[config.mk]
export PLATFORM = sky130hd
export DESIGN_NAME = pipelined_decode_unit
export DESIGN_NICKNAME = d
export VERILOG_FILES = /design/src/rtl/pipelined_decode_unit.sv
export SDC_FILE = /design/constraint.sdc
export NUM_CORES = 1
export LEC_CHECK = 0
export CAP_MARGIN = 20
export CORE_MARGIN = 8
export CORE_UTILIZATION = 50
export CTS_CLUSTER_DIAMETER = 50
export DETAILED_ROUTE_END_ITERATION = 6
export GPL_TIMING_DRIVEN = 0
export PLACE_DENSITY = 0.76
export SLEW_MARGIN = 20
export SYNTH_ARGS = -nofsm -noshare
export SYNTH_HDL_FRONTEND = slang
export SYNTH_SLANG_ARGS = --single-unit
[constraint.sdc]
create_clock -name clk -period 22.8 [get_ports clk]
set_input_delay 6.84 -clock clk [delete_from_list [all_inputs] [get_ports clk]]
set_output_delay 6.84 -clock clk [all_outputs]
set_load 0.1 [all_outputs]
[src/rtl/pipelined_decode_unit.sv]
// pipelined_decode_unit: ID stage of the 16-bit MISC-V pipeline.
// Owns the IF/ID register, the 8-entry register file, immediate generation,
// decode-time branch/jump resolution, hazard detection and the ID/EX register.
//
// Ports:
//   clk, reset          rising-edge clock, asynchronous active-low reset
//   if_*                fetched instruction (valid, pc, pc+2, ir)
//   ex_stall            downstream hold: both pipeline registers freeze
//   wb_*                register-file write port (write-first on read)
//   exmem_*             EX/MEM producer info for forwarding and hazards
//   id_stall            fetch must hold its PC and if_* values
//   redirect_valid/pc   taken branch/jump resolved in decode this cycle
//   idex_*              ID/EX register contents
module pipelined_decode_unit #(
    parameter int unsigned XLEN   = 16,
    parameter bit          FWD_EN = 1'b1
) (
    input  logic            clk,
    input  logic            reset,
    input  logic            if_valid,
    input  logic [XLEN-1:0] if_pc,
    input  logic [XLEN-1:0] if_pcp2,
    input  logic [15:0]     if_ir,
    input  logic            ex_stall,
    input  logic            wb_we,
    input  logic [2:0]      wb_rd,
    input  logic [XLEN-1:0] wb_data,
    input  logic            exmem_regwrite,
    input  logic            exmem_memread,
    input  logic [2:0]      exmem_rd,
    input  logic [XLEN-1:0] exmem_data,
    output logic            id_stall,
    output logic            redirect_valid,
    output logic [XLEN-1:0] redirect_pc,
    output logic            idex_valid,
    output logic [XLEN-1:0] idex_pc,
    output logic [XLEN-1:0] idex_pcp2,
    output logic [XLEN-1:0] idex_rs1_val,
    output logic [XLEN-1:0] idex_rs2_val,
    output logic [XLEN-1:0] idex_imm,
    output logic [2:0]      idex_rs1,
    output logic [2:0]      idex_rs2,
    output logic [2:0]      idex_rd,
    output logic [2:0]      idex_aluop,
    output logic            idex_alusrc,
    output logic            idex_memread,
    output logic            idex_memwrite,
    output logic            idex_regwrite
);

    localparam int unsigned NREGS = 8;

    localparam logic [2:0] OP_R    = 3'd0;
    localparam logic [2:0] OP_I    = 3'd1;
    localparam logic [2:0] OP_LW   = 3'd2;
    localparam logic [2:0] OP_SW   = 3'd3;
    localparam logic [2:0] OP_BEQ  = 3'd4;
    localparam logic [2:0] OP_BNE  = 3'd5;
    localparam logic [2:0] OP_JAL  = 3'd6;
    localparam logic [2:0] OP_JALR = 3'd7;

    typedef struct packed {
        logic            valid;
        logic [XLEN-1:0] pc;
        logic [XLEN-1:0] pcp2;
        logic [XLEN-1:0] rs1_val;
        logic [XLEN-1:0] rs2_val;
        logic [XLEN-1:0] imm;
        logic [2:0]      rs1;
        logic [2:0]      rs2;
        logic [2:0]      rd;
        logic [2:0]      aluop;
        logic            alusrc;
        logic            memread;
        logic            memwrite;
        logic            regwrite;
    } idex_t;

    // IF/ID register
    logic            ifid_valid;
    logic [XLEN-1:0] ifid_pc;
    logic [XLEN-1:0] ifid_pcp2;
    logic [15:0]     ifid_ir;

    idex_t idex_q;
    idex_t idex_d;

    logic [XLEN-1:0] rf [NREGS];

    // Instruction fields
    logic [2:0] opcode;
    logic [2:0] f_rd;
    logic [2:0] f_rs1;
    logic [2:0] f_rs2;
    assign opcode = ifid_ir[2:0];
    assign f_rd   = ifid_ir[5:3];
    assign f_rs1  = ifid_ir[8:6];
    assign f_rs2  = ifid_ir[11:9];

    // Immediates, sign-extended to XLEN
    logic [XLEN-1:0] imm_i;
    logic [XLEN-1:0] imm_s;
    logic [XLEN-1:0] imm_j;
    assign imm_i = {{(XLEN-7){ifid_ir[15]}}, ifid_ir[15:9]};
    assign imm_s = {{(XLEN-7){ifid_ir[15]}}, ifid_ir[15:12], ifid_ir[5:3]};
    assign imm_j = {{(XLEN-10){ifid_ir[15]}}, ifid_ir[15:6]};

    // Which sources the instruction really reads; JAL reads none
    logic use_rs1;
    logic use_rs2;
    logic is_brj;
    assign use_rs1 = (opcode != OP_JAL);
    assign use_rs2 = (opcode == OP_R) || (opcode == OP_SW) ||
                     (opcode == OP_BEQ) || (opcode == OP_BNE);
    assign is_brj  = (opcode == OP_BEQ) || (opcode == OP_BNE) || (opcode == OP_JALR);

    // Register-file read with write-first bypass; r0 is hardwired to zero
    logic [XLEN-1:0] rs1_rf;
    logic [XLEN-1:0] rs2_rf;
    always_comb begin
        rs1_rf = '0;
        rs2_rf = '0;
        if (f_rs1 != 3'd0) begin
            rs1_rf = (wb_we && (wb_rd == f_rs1)) ? wb_data : rf[f_rs1];
        end
        if (f_rs2 != 3'd0) begin
            rs2_rf = (wb_we && (wb_rd == f_rs2)) ? wb_data : rf[f_rs2];
        end
    end

    // Decode-time operands for compare/JALR: an ALU result in EX/MEM wins
    logic            exmem_fwd_ok;
    logic [XLEN-1:0] rs1_op;
    logic [XLEN-1:0] rs2_op;
    assign exmem_fwd_ok = FWD_EN && exmem_regwrite && !exmem_memread && (exmem_rd != 3'd0);
    assign rs1_op = (exmem_fwd_ok && (exmem_rd == f_rs1)) ? exmem_data : rs1_rf;
    assign rs2_op = (exmem_fwd_ok && (exmem_rd == f_rs2)) ? exmem_data : rs2_rf;

    function automatic logic src_hit(input logic [2:0] prod_rd, input logic [2:0] src,
                                     input logic used);
        return used && (prod_rd != 3'd0) && (prod_rd == src);
    endfunction

    // Hazard detection
    logic hit_idex;
    logic hit_exmem;
    logic hazard;
    assign hit_idex  = src_hit(idex_q.rd, f_rs1, use_rs1) || src_hit(idex_q.rd, f_rs2, use_rs2);
    assign hit_exmem = src_hit(exmem_rd, f_rs1, use_rs1) || src_hit(exmem_rd, f_rs2, use_rs2);
    assign hazard = ifid_valid && (
                        (idex_q.memread && hit_idex) ||
                        (is_brj && idex_q.regwrite && hit_idex) ||
                        (is_brj && exmem_memread && hit_exmem) ||
                        (!FWD_EN && ((idex_q.regwrite && hit_idex) ||
                                     (exmem_regwrite && hit_exmem))));

    // Branch/jump resolution
    logic            taken;
    logic [XLEN-1:0] target;
    always_comb begin
        taken  = 1'b0;
        target = ifid_pc + imm_s;
        case (opcode)
            OP_BEQ:  taken = (rs1_op == rs2_op);
            OP_BNE:  taken = (rs1_op != rs2_op);
            OP_JAL: begin
                taken  = 1'b1;
                target = ifid_pc + imm_j;
            end
            OP_JALR: begin
                taken  = 1'b1;
                target = rs1_op + imm_i;
            end
            default: ;
        endcase
    end

    assign redirect_valid = ifid_valid && taken && !hazard && !ex_stall;
    assign redirect_pc    = target;
    // Gated by reset so an ex_stall held during reset does not leak out
    assign id_stall       = reset && (ex_stall || hazard);

    // Next ID/EX contents; bubbles are all-zero
    always_comb begin
        idex_d = '0;
        if (ifid_valid && !hazard) begin
            idex_d.valid   = 1'b1;
            idex_d.pc      = ifid_pc;
            idex_d.pcp2    = ifid_pcp2;
            idex_d.rs1_val = rs1_rf;
            idex_d.rs2_val = rs2_rf;
            idex_d.rs1     = f_rs1;
            idex_d.rs2     = f_rs2;
            idex_d.rd      = f_rd;
            case (opcode)
                OP_R: begin
                    idex_d.aluop    = ifid_ir[14:12];
                    idex_d.regwrite = 1'b1;
                end
                OP_I, OP_LW: begin
                    idex_d.imm      = imm_i;
                    idex_d.alusrc   = 1'b1;
                    idex_d.regwrite = 1'b1;
                    idex_d.memread  = (opcode == OP_LW);
                end
                OP_SW: begin
                    idex_d.imm      = imm_s;
                    idex_d.alusrc   = 1'b1;
                    idex_d.memwrite = 1'b1;
                end
                OP_BEQ, OP_BNE: idex_d.imm = imm_s;
                OP_JAL: begin
                    idex_d.imm      = imm_j;
                    idex_d.aluop    = 3'b111;
                    idex_d.regwrite = 1'b1;
                end
                default: begin
                    idex_d.imm      = imm_i;
                    idex_d.aluop    = 3'b111;
                    idex_d.regwrite = 1'b1;
                end
            endcase
        end
    end

    // Pipeline registers: ex_stall freezes both; a hazard freezes IF/ID only
    always_ff @(posedge clk or negedge reset) begin
        if (!reset) begin
            ifid_valid <= 1'b0;
            ifid_pc    <= '0;
            ifid_pcp2  <= '0;
            ifid_ir    <= '0;
            idex_q     <= '0;
        end else if (!ex_stall) begin
            idex_q <= idex_d;
            if (!hazard) begin
                // A taken redirect squashes the wrong-path fetch
                ifid_valid <= if_valid && !redirect_valid;
                ifid_pc    <= if_pc;
                ifid_pcp2  <= if_pcp2;
                ifid_ir    <= if_ir;
            end
        end
    end

    // Register file write port
    always_ff @(posedge clk or negedge reset) begin
        if (!reset) begin
            for (int i = 0; i < int'(NREGS); i++) begin
                rf[i] <= '0;
            end
        end else if (wb_we && (wb_rd != 3'd0)) begin
            rf[wb_rd] <= wb_data;
        end
    end

    assign idex_valid    = idex_q.valid;
    assign idex_pc       = idex_q.pc;
    assign idex_pcp2     = idex_q.pcp2;
    assign idex_rs1_val  = idex_q.rs1_val;
    assign idex_rs2_val  = idex_q.rs2_val;
    assign idex_imm      = idex_q.imm;
    assign idex_rs1      = idex_q.rs1;
    assign idex_rs2      = idex_q.rs2;
    assign idex_rd       = idex_q.rd;
    assign idex_aluop    = idex_q.aluop;
    assign idex_alusrc   = idex_q.alusrc;
    assign idex_memread  = idex_q.memread;
    assign idex_memwrite = idex_q.memwrite;
    assign idex_regwrite = idex_q.regwrite;

endmodule
==> results of run 1 <==
cells in the mapped netlist (5+ instances only):
cell type,instances,area (um^2)
ha_1,30,375
mux2_2,165,1860
a31oi_1,6,37.5
a211oi_2,10,125
a21o_1,11,82.6
clkbuf_1,77,289
buf_1,5,18.8
nand2b_1,16,100
o21bai_1,7,52.6
a21oi_1,41,205
mux2i_1,55,551
a22oi_1,17,128
o21ai_0,37,185
a22o_1,65,569
xnor2_1,36,315
nand2_1,94,353
nand3_1,5,25.0
nor4_1,32,200
nor2b_1,8,50.1
inv_1,22,82.6
nor3_1,11,55.1
dfrtp_1,268,6710
buf_2,18,90.1
a211oi_1,26,195
nand4_1,6,37.5
xor2_1,19,166
buf_4,9,67.6
mux4_2,64,1440
nor2_1,43,161
power by group:
group / switching, uW / internal, uW
clock network: 202 / 287
logic: 668 / 339
registers: 65.2 / 560
total: 936 / 1190
worst paths after layout:
kind / start / cells past startpoint / slack (ns) / to
setup / recovery: exmem_rd[1] / 19 / 3.40 / redirect_pc[15]
hold / removal: rf[126] / 1 / 0.48 / rf[126]
setup reg to reg: ifid_ir[7] / 11 / 18.68 / ifid_valid
hold reg to reg: rf[126] / 1 / 0.48 / rf[126]
max in group asynchronous: reset / 3 / 15.66 / rf[71]
min in group asynchronous: reset / 2 / 6.26 / idex_rs1_val[3]
metal layers:
layer	GRT usage, %	vias up
met5	0	-
met4	9.62	0
met3	4.60	95
met2	41.2	429
met1	32.5	5943
li1	-	5166
layout make-up:
type                    instances  area, um^2
diodes                          3        7.51
plain buffers                 112         499
clock buffers                  42         857
clock inverters                13         153
fillers                      2323       10900
inverters                      23        86.3
multi-input cells             856        7770
flip-flops and latches        268        6710
well taps                     390         488
repair buffers                207        2130
flip-flops by register name, summed over array words and instances, names as in the netlist:
signal and count:
idex_rs1_val 16, idex_imm 10, idex_rs2 3, idex_memread 1, idex_rs1 3, idex_pc 16
idex_rs2_val 16, ifid_pcp2 16, ifid_ir 16, idex_aluop 3, idex_valid 1, idex_rd 3
rf 128, idex_memwrite 1, ifid_valid 1, ifid_pc 16, idex_pcp2 16, idex_alusrc 1
idex_regwrite 1
through the flow:
| step | total power, uW | area, um^2 | hold slack, ns | worst slack [ns] | utilization [%] |
|---|---|---|---|---|---|
| global placement | 1610 | 17600 | 0.452 | -1.96 | 59.4 |
| CTS | 2130 | 18700 | 0.483 | 3.46 | 63.1 |
| detailed placement | 1630 | 17700 | 0.468 | 3.47 | 59.7 |
| global route | 2210 | 18700 | 0.512 | 3.07 | 63.1 |
| finish | 2120 | 18700 | 0.480 | 3.40 | 63.1 |
| floorplan | 1360 | 15100 | 0.441 | 4.28 | - |
cell families after synthesis:
kind of cell | Yosys count
simple gates | 236
compound gates | 245
xor+xnor | 58
buf+inv | 135
fa+ha+maj | 33
flops | 268
mux | 284
==> flow_summary.json, run 1 <==
{
  "area_delta_synth_final_pct": 24.2,
  "synthMuxAreaShare_pct": 25.6,
  "dieWidth_um": 190,
  "final_cell_mix": "dfrtp_1 (268), clkdlybuf4s50_1 (203), mux2_2 (165), nand2_1 (94), clkbuf_1 (84)",
  "drt_wl_total_um": 45900,
  "crit_chain": "clkdlybuf4s50_1, xor2_1, nor3_2, and2_1, buf_4, clkbuf_1, a22oi_1, inv_1, ha_1, a211o_1, a21oi_1, o21ai_0, a41oi_1, a21oi_1, a211oi_1, a311oi_1, o311ai_0, xnor2_1, clkdlybuf4s50_1",
  "mostFrequentLayoutCell": "dfrtp_1",
  "die_h_um": 190,
  "avgRoutedWirePerCell_um": 24.0,
  "setup_viol": 0,
  "pwr_density_cell_mw_per_mm2": 113,
  "syn_nets": 1384,
  "clock_sinks": 268,
  "clk_latency_ns": 0.57,
  "synthAdderAreaFrac_pct": 2.82,
  "core-area_mm2": 0.0296,
  "cp_top_family": "buffers and inverters",
  "ant_nets": 0,
  "cts.path.max_buffers": 3,
  "fmax_mhz": 51.5,
  "post-place-cells": 1856,
  "synth_area_per_cell_um2": 12.0,
  "grt_pass1_wl_um": 70000,
  "ys_types": 66,
  "min_period_over_period_pct": 85.1,
  "yosys.area_share.xor_xnor_pct": 3.60,
  "synth-compound-area-share_pct": 11.9,
  "crit_type": "primary input to output port",
  "synth_edf_count": 0,
  "finalNetCount": 1624,
  "critPathArrivalTime_ns": 12.56,
  "clk_pin_slew_ns": 0.06,
  "dp_hpwl_um": 34600,
  "syn_area_mm2": 0.0151,
  "place_congestion": 0.904,
  "cts.repair.resized": 0,
  "grt_max_degree": 99,
  "ys.flop_type": "dfrtp_1",
  "synthSimpleGateAreaFrac_pct": 7.69,
  "timing.clock.skew_ns": 0.0242,
  "cp_slowest_cell": "clkdlybuf4s50_1",
  "yosysSeqAreaShare_pct": 44.5,
  "drive_gt1_share_pct": 21.7,
  "drv_slew": 0,
  "grt_pass1_vias": 11800,
  "syn_inst": 1259,
  "hold_path.class": "flip-flop to flip-flop",
  "start_util_pct": 50.8,
  "portBuffers": 204,
  "setup.worst_path.start_class": "primary input",
  "wl_met1_um": 18900,
  "rsz0062_at_grt": "false",
  "rows": 63,
  "finalSetupTns_ns": 0,
  "gr-total-overflow": 0,
  "highest_layer": "met4",
  "cts_setup_buffers": 0,
  "h-tree-depth": 1,
  "final_cells": 1914,
  "wl_met2_um": 22100,
  "drt_iter0_drc": 1074,
  "wl_met3_um": 3230,
  "drc_errors": 0,
  "worstPathRequired_ns": 15.96,
  "ys_seq_elements": 268,
  "synth_top_family_by_area": "multiplexers",
  "cts_tree": "done",
  "die_area_mm2": 0.0359,
  "async_flop_share_pct": 100,
  "critPathMaxFanout": 10,
  "hold_buffers": 0,
  "period_needed_ns": 19.40,
  "worst-slew-pin-transition_ns": 1.11,
  "grt_usage_pct": 25.0,
  "hold_viol": 0,
  "vias_per_cell": 6.08,
  "yosysWarnings": 0,
  "drtPass1Iterations": 5,
  "crit_buf_inv": 5,
  "grt_antenna_before_repair": 3,
  "drv_cap": 0,
  "vdd_drop_max_mv": 0.0903,
  "ios": 208,
  "status": "completed",
  "cts_root_buf": "clkbuf_16",
  "slew_headroom_pct": 25.7,
  "cts_buffers": 31,
  "endpoint_kind": "output port",
  "num_vias": 11600,
  "max_stage_delay_ns": 1.18,
  "p_leak_uw": 0.00798
}
Power figures use the tool's default switching activity.
==> run 2, diff against run 1 <==
- CORE_MARGIN: 8 -> unset
- CORE_UTILIZATION: 50 -> 40
- PLACE_DENSITY: 0.76 -> 0.63
==> run 2 against run 1 <==
  * Highest routed layer unchanged
  * Utilization shrank 11 points
  * Largest cell class unchanged
  * Largest power group unchanged
  * First-iteration DRC count shrank 21%
  * Die area grew 7.0%
  * Power grew 6.0%
  * Critical path depth is the same
  * Sequential share of layout area shrank 0.84 points
==> flow_summary.json, run 2 (same netlist as run 1, synthesis figures left out) <==
{
  "drv_slew": 0,
  "vdd_drop_max_mv": 0.0579,
  "grt_pass1_wl_um": 72000,
  "timing.clock.skew_ns": 0.0350,
  "critPathMaxFanout": 10,
  "gr-total-overflow": 0,
  "combPwrFrac_pct": 45.1,
  "cts_tree": "done",
  "h-tree-depth": 2,
  "final_cell_mix": "dfrtp_1 (268), clkdlybuf4s50_1 (203), mux2_2 (165), nand2_1 (94), clkbuf_1 (81)",
  "worst-slew-pin-transition_ns": 1.12,
  "regMostFlops": "rf",
  "drv_cap": 0,
  "vias_per_cell": 5.66,
  "period_needed_ns": 19.63,
  "drt_iter0_drc": 848,
  "rows": 70,
  "p_clk_share_pct": 27.1,
  "ios": 208,
  "cts_setup_buffers": 0,
  "place_congestion": 0.939,
  "num-fill-cells": 3245,
  "finalNetCount": 1631,
  "hold_viol": 0,
  "ant_nets": 0,
  "hold_path.class": "flip-flop to flip-flop",
  "drc_errors": 0,
  "clock_sinks": 268,
  "clk_latency_ns": 0.56,
  "cts.path.max_buffers": 3,
  "final_util_pct": 51.9,
  "drtPass1Iterations": 5,
  "cts.repair.resized": 0,
  "p_leak_uw": 0.00813,
  "area_delta_synth_final_pct": 27.1,
  "pwr_density_cell_mw_per_mm2": 117,
  "dieWidth_um": 196,
  "num_vias": 11600,
  "cts_root_buf": "clkbuf_16",
  "r2r_setup_slack_ns": 18.65,
  "worstPathRequired_ns": 15.96,
  "slew_headroom_pct": 25.2,
  "hold_buffers": 0,
  "grt_usage_pct": 24.9,
  "crit_type": "primary input to output port",
  "hp-start": "rf[126]",
  "pwr-share-seq_pct": 27.8,
  "die_area_mm2": 0.0384,
  "p_sw_uw": 982,
  "finalSetupTns_ns": 0,
  "mostFrequentLayoutCell": "dfrtp_1",
  "min_period_over_period_pct": 86.1,
  "startpoint": "exmem_rd[1]",
  "grt_pass1_vias": 11800,
  "setup.worst_path.start_class": "primary input",
  "r2r_start": "ifid_ir[10]",
  "sw_frac_of_total_pct": 43.7,
  "drive_gt1_share_pct": 22.6,
  "largest_register_ffs": 128,
  "status": "completed",
  "drt_wl_total_um": 47200,
  "portBuffers": 204,
  "fmax_mhz": 50.9,
  "start_util_pct": 40.8,
  "rsz0062_at_grt": "false",
  "cts_buffers": 38,
  "critPathArrivalTime_ns": 12.79,
  "endpoint_kind": "output port",
  "internal-power_uw": 1270,
  "grt_max_degree": 99,
  "die_h_um": 196,
  "grt_antenna_before_repair": 3,
  "core-area_mm2": 0.0369,
  "clk_pin_slew_ns": 0.06,
  "avgRoutedWirePerCell_um": 23.1,
  "dp_hpwl_um": 35500,
  "setup_viol": 0
}
run 2: worst max-delay path: stages:
cell	delay, ns
clkdlybuf4s50_1	0.58
nor3_1	0.11
nor3b_2	0.57
clkbuf_1	0.40
a211oi_1	0.14
a22oi_1	0.25
inv_1	0.10
ha_1	0.23
fa_1	0.44
a21o_1	0.17
a21oi_1	0.25
o21bai_1	0.09
a21oi_1	0.34
o21a_1	0.30
o211ai_1	0.14
a31oi_1	0.28
xor2_1	0.11
o221ai_1	0.23
clkdlybuf4s50_1	1.19
run 2: power groups by stage:
stage / clock (uW) / sequential [uW] / combinational, uW
detailed placement: 0 / 632 / 1010
floorplan: 0 / 822 / 541
global route: 640 / 635 / 1070
global placement: 0 / 628 / 996
finish: 608 / 625 / 1020
CTS: 619 / 624 / 1010
run 2: layer usage:
metal	global-route usage, %	up-vias	wire [um]
met5	0	-	0
met4	9.23	0	1290
met3	4.40	71	2810
met2	40.2	368	22500
met1	33.5	5909	20600
li1	-	5215	-
run 2: stage by stage:
step / area [um^2] / hold WS [ns] / instances / power (uW) / setup slack (ns)
4_1_cts: 19100 / 0.481 / 2039 / 2250 / 3.25
6_report: 19100 / 0.477 / 2042 / 2250 / 3.17
2_1_floorplan: 15100 / 0.441 / 1259 / 1360 / 4.28
5_1_grt: 19100 / 0.489 / 2042 / 2340 / 2.88
3_3_place_gp: 17700 / 0.452 / 1967 / 1620 / -2.23
3_5_place_dp: 17800 / 0.466 / 1970 / 1640 / 3.29
run 2: worst paths after layout:
check,endpoint,depth (start not counted)
min,rf[126],1
min in group asynchronous,rf[111],1
min reg2reg,rf[126],1
max reg2reg,ifid_valid,11
max in group asynchronous,rf[76],3
max,redirect_pc[14],19
run 2: area by class of cell:
type	instances	area [um^2]	area share (%)
inverters	23	86.3	0.451
repair buffers	207	2130	11.1
plain buffers	112	499	2.61
well taps	504	631	3.29
flip-flops and latches	268	6710	35.0
multi-input cells	856	7770	40.6
diodes	3	7.51	0.0392
clock buffers	50	1090	5.68
clock inverters	19	228	1.19
==> variant (config.mk and constraints of run 2) <==
Change the localparam `NREGS` from 8 to 16.
--- a/src/rtl/pipelined_decode_unit.sv
+++ b/src/rtl/pipelined_decode_unit.sv
@@ -50,3 +50,3 @@
 
-    localparam int unsigned NREGS = 8;
+    localparam int unsigned NREGS = 16;
 
Function: not settled (the Yosys comparison gave no result); the edit may change what the design does.
==> variant against run 2 <==
Sequential cell count unchanged; wire length down 1.6%; first-iteration DRC count down 9.3%; highest routed layer unchanged; worst setup slack better by 0.0083 ns; synthesized area up 0.24%; final cell count about the same; largest power group unchanged; utilization down 0.50 points; final area down 0.95%; total power down 5.5%.
==> variant: results (changes against run 2) <==
Yosys:
- The distinct cell type count of the synthesized netlist was 62 (-6.1%).
- In the post-synthesis netlist, the biggest area contributors are sky130_fd_sc_hd__dfrtp_1 44%, sky130_fd_sc_hd__mux2_2 12%, sky130_fd_sc_hd__mux4_2 9.5%.
- The adder and majority cell fraction of the synthesized area is 0.02818 (-0.00006788).
- The post-synthesis sequential area ratio is 0.4442 (-0.001070).
- The multiplexer area fraction after synthesis was 0.2507 (-0.004924).
- The count of yosys warnings during synthesis is 0 (unchanged).
- The XOR/XNOR share of the synthesized area is 0.03539 (-0.0005837).
- The async set or reset register ratio after synthesis is 1.000 (unchanged).
- The commonest cells after synthesis are 268 x sky130_fd_sc_hd__dfrtp_1, 161 x sky130_fd_sc_hd__mux2_2, 108 x sky130_fd_sc_hd__nand2_1, 70 x sky130_fd_sc_hd__clkbuf_1, 65 x sky130_fd_sc_hd__a22o_1.
- The compound-gate portion of the synthesized area is 0.1183 (-0.0008664).
- The synthesized netlist net count is 1398 (+1.0%).

Global routing:
- The first-pass GRT wire length is 70980 um (-1.4%).
- The maximum number of pins on one net before global-route repair is 96 (-3.0%).
- The global-route usage over all layers is 0.2428 (-0.005740).
- The initial antenna violation count came to 0 (-3).
- The via count of the first global-routing pass is 11782 (-0.45%).

Clock network:
- The number of buffers inserted during clock tree synthesis came to 34 (-11%).
- The number of buffers inserted by post-CTS setup repair was 0 (unchanged).
- The source-to-sink clock delay at the later pin of the worst-skew pair is 0.51 ns (-0.05 ns).

Pwr:
- The switching power share of the total came to 0.4288 (-0.007904).
- The maximum VDD drop is 0.05529 mV (-4.4%).
- The static leakage was 8.083 nW (-0.64%).

Finish:
- The proportion of layout cells with a drive suffix above 1 was 0.2196 (-0.006436).
- The number of diodes was 0 (-3).
- The number of inserted filler cells in the final layout is 3299 (+1.7%).
- The net count reported at finish came to 1641 (+0.61%).

Timing:
- The actual slew at the worst max-slew pin is 1.094 ns (-0.02375 ns).
- The largest clock skew in the final design is 0.009469 ns (-0.02557 ns).

Routing:
- The average wire per cell in the routed design came to 22.74 um (-1.7%).
- The starting DRC count in detailed routing is 769 (-9.3%).
- The via density per instance is 5.624 (-0.69%).

Placement:
- The global placement routability congestion is 0.8988 (-4.2%).
- The post-place setup slack is 3.249 ns (-0.03684 ns).
- The detailed placement HPWL is 35170 um (-0.96%).

Critical path:
- The worst path arrival time is 12.78 ns (about the same).
- The highest cell delay on the worst timing path is 1.17 ns (-0.02 ns).

Status:
- The flow ran to the end, and the final reports show no timing, DRC or antenna violations.
==> variant: worst register-to-register path, cell delays in order (launching register included) <==
cell and delay (ns):
sky130_fd_sc_hd__dfrtp_1 0.40, sky130_fd_sc_hd__buf_2 0.26, sky130_fd_sc_hd__clkbuf_1 0.63, sky130_fd_sc_hd__mux4_2 0.36, sky130_fd_sc_hd__mux2i_1 0.10, sky130_fd_sc_hd__a211oi_1 0.85
sky130_fd_sc_hd__mux2i_1 0.20, sky130_fd_sc_hd__xnor2_1 0.19, sky130_fd_sc_hd__nand4_1 0.21, sky130_fd_sc_hd__nor4_2 0.42, sky130_fd_sc_hd__mux2i_1 0.35, sky130_fd_sc_hd__a31oi_1 0.14
==> variant: path summary, 6_finish.rpt <==
kind                                          start                  endpoint  slack (ns)  cells past startpoint
max                                     exmem_rd[1]           redirect_pc[14]        3.18                     19
min                        ifid_pcp2[0]$_DFFE_PN0P_  idex_pcp2[0]$_DFFE_PN0N_        0.47                      1
max reg2reg                 ifid_ir[10]$_DFFE_PN0P_    ifid_valid$_DFFE_PN0P_       18.53                     11
min reg2reg                ifid_pcp2[0]$_DFFE_PN0P_  idex_pcp2[0]$_DFFE_PN0N_        0.47                      1
max in group asynchronous                     reset       rf[203]$_DFFE_PN0P_       15.52                      2
min in group asynchronous                     reset   idex_pc[13]$_DFFE_PN0N_        6.31                      1
==> variant: layer usage <==
metal / up-vias / share of wire / track usage
met2: 435 / 0.48 / 0.4054
met5: - / 0 / 0
li1: 5219 / - / -
met4: 0 / 0.036 / 0.09578
met3: 93 / 0.057 / 0.03662
met1: 5742 / 0.43 / 0.3169
==> variant: cell type report <==
type	count	area share
plain buffers	115	0.02777
well taps	504	0.03325
repair buffers	207	0.1111
inverters	26	0.005145
multi-input cells	864	0.4095
clock inverters	11	0.005475
flip-flops and latches	268	0.3536
clock buffers	48	0.05416
==> variant: per-stage QoR <==
| stage | TNS [ns] | instance area (um^2) | power [W] | std cells |
|---|---|---|---|---|
| 2_1_floorplan | 0 | 15100 | 0.001336 | 1273 |
| 3_3_place_gp | -2.371 | 17770 | 0.001578 | 1981 |
| 3_5_place_dp | 0 | 17840 | 0.001593 | 1984 |
| 4_1_cts | 0 | 18970 | 0.002137 | 2043 |
| 5_1_grt | 0 | 18970 | 0.002217 | 2043 |
| 6_report | 0 | 18970 | 0.002125 | 2043 |
==> variant: power by group through the flow <==
stage               clock (W)  sequential, W  combinational (W)
finish               0.000537       0.000623           0.000965
global route         0.000567       0.000634            0.00102
CTS                  0.000549       0.000622           0.000965
detailed placement          0       0.000630           0.000963
global placement            0       0.000626           0.000952
floorplan                   0       0.000810           0.000526
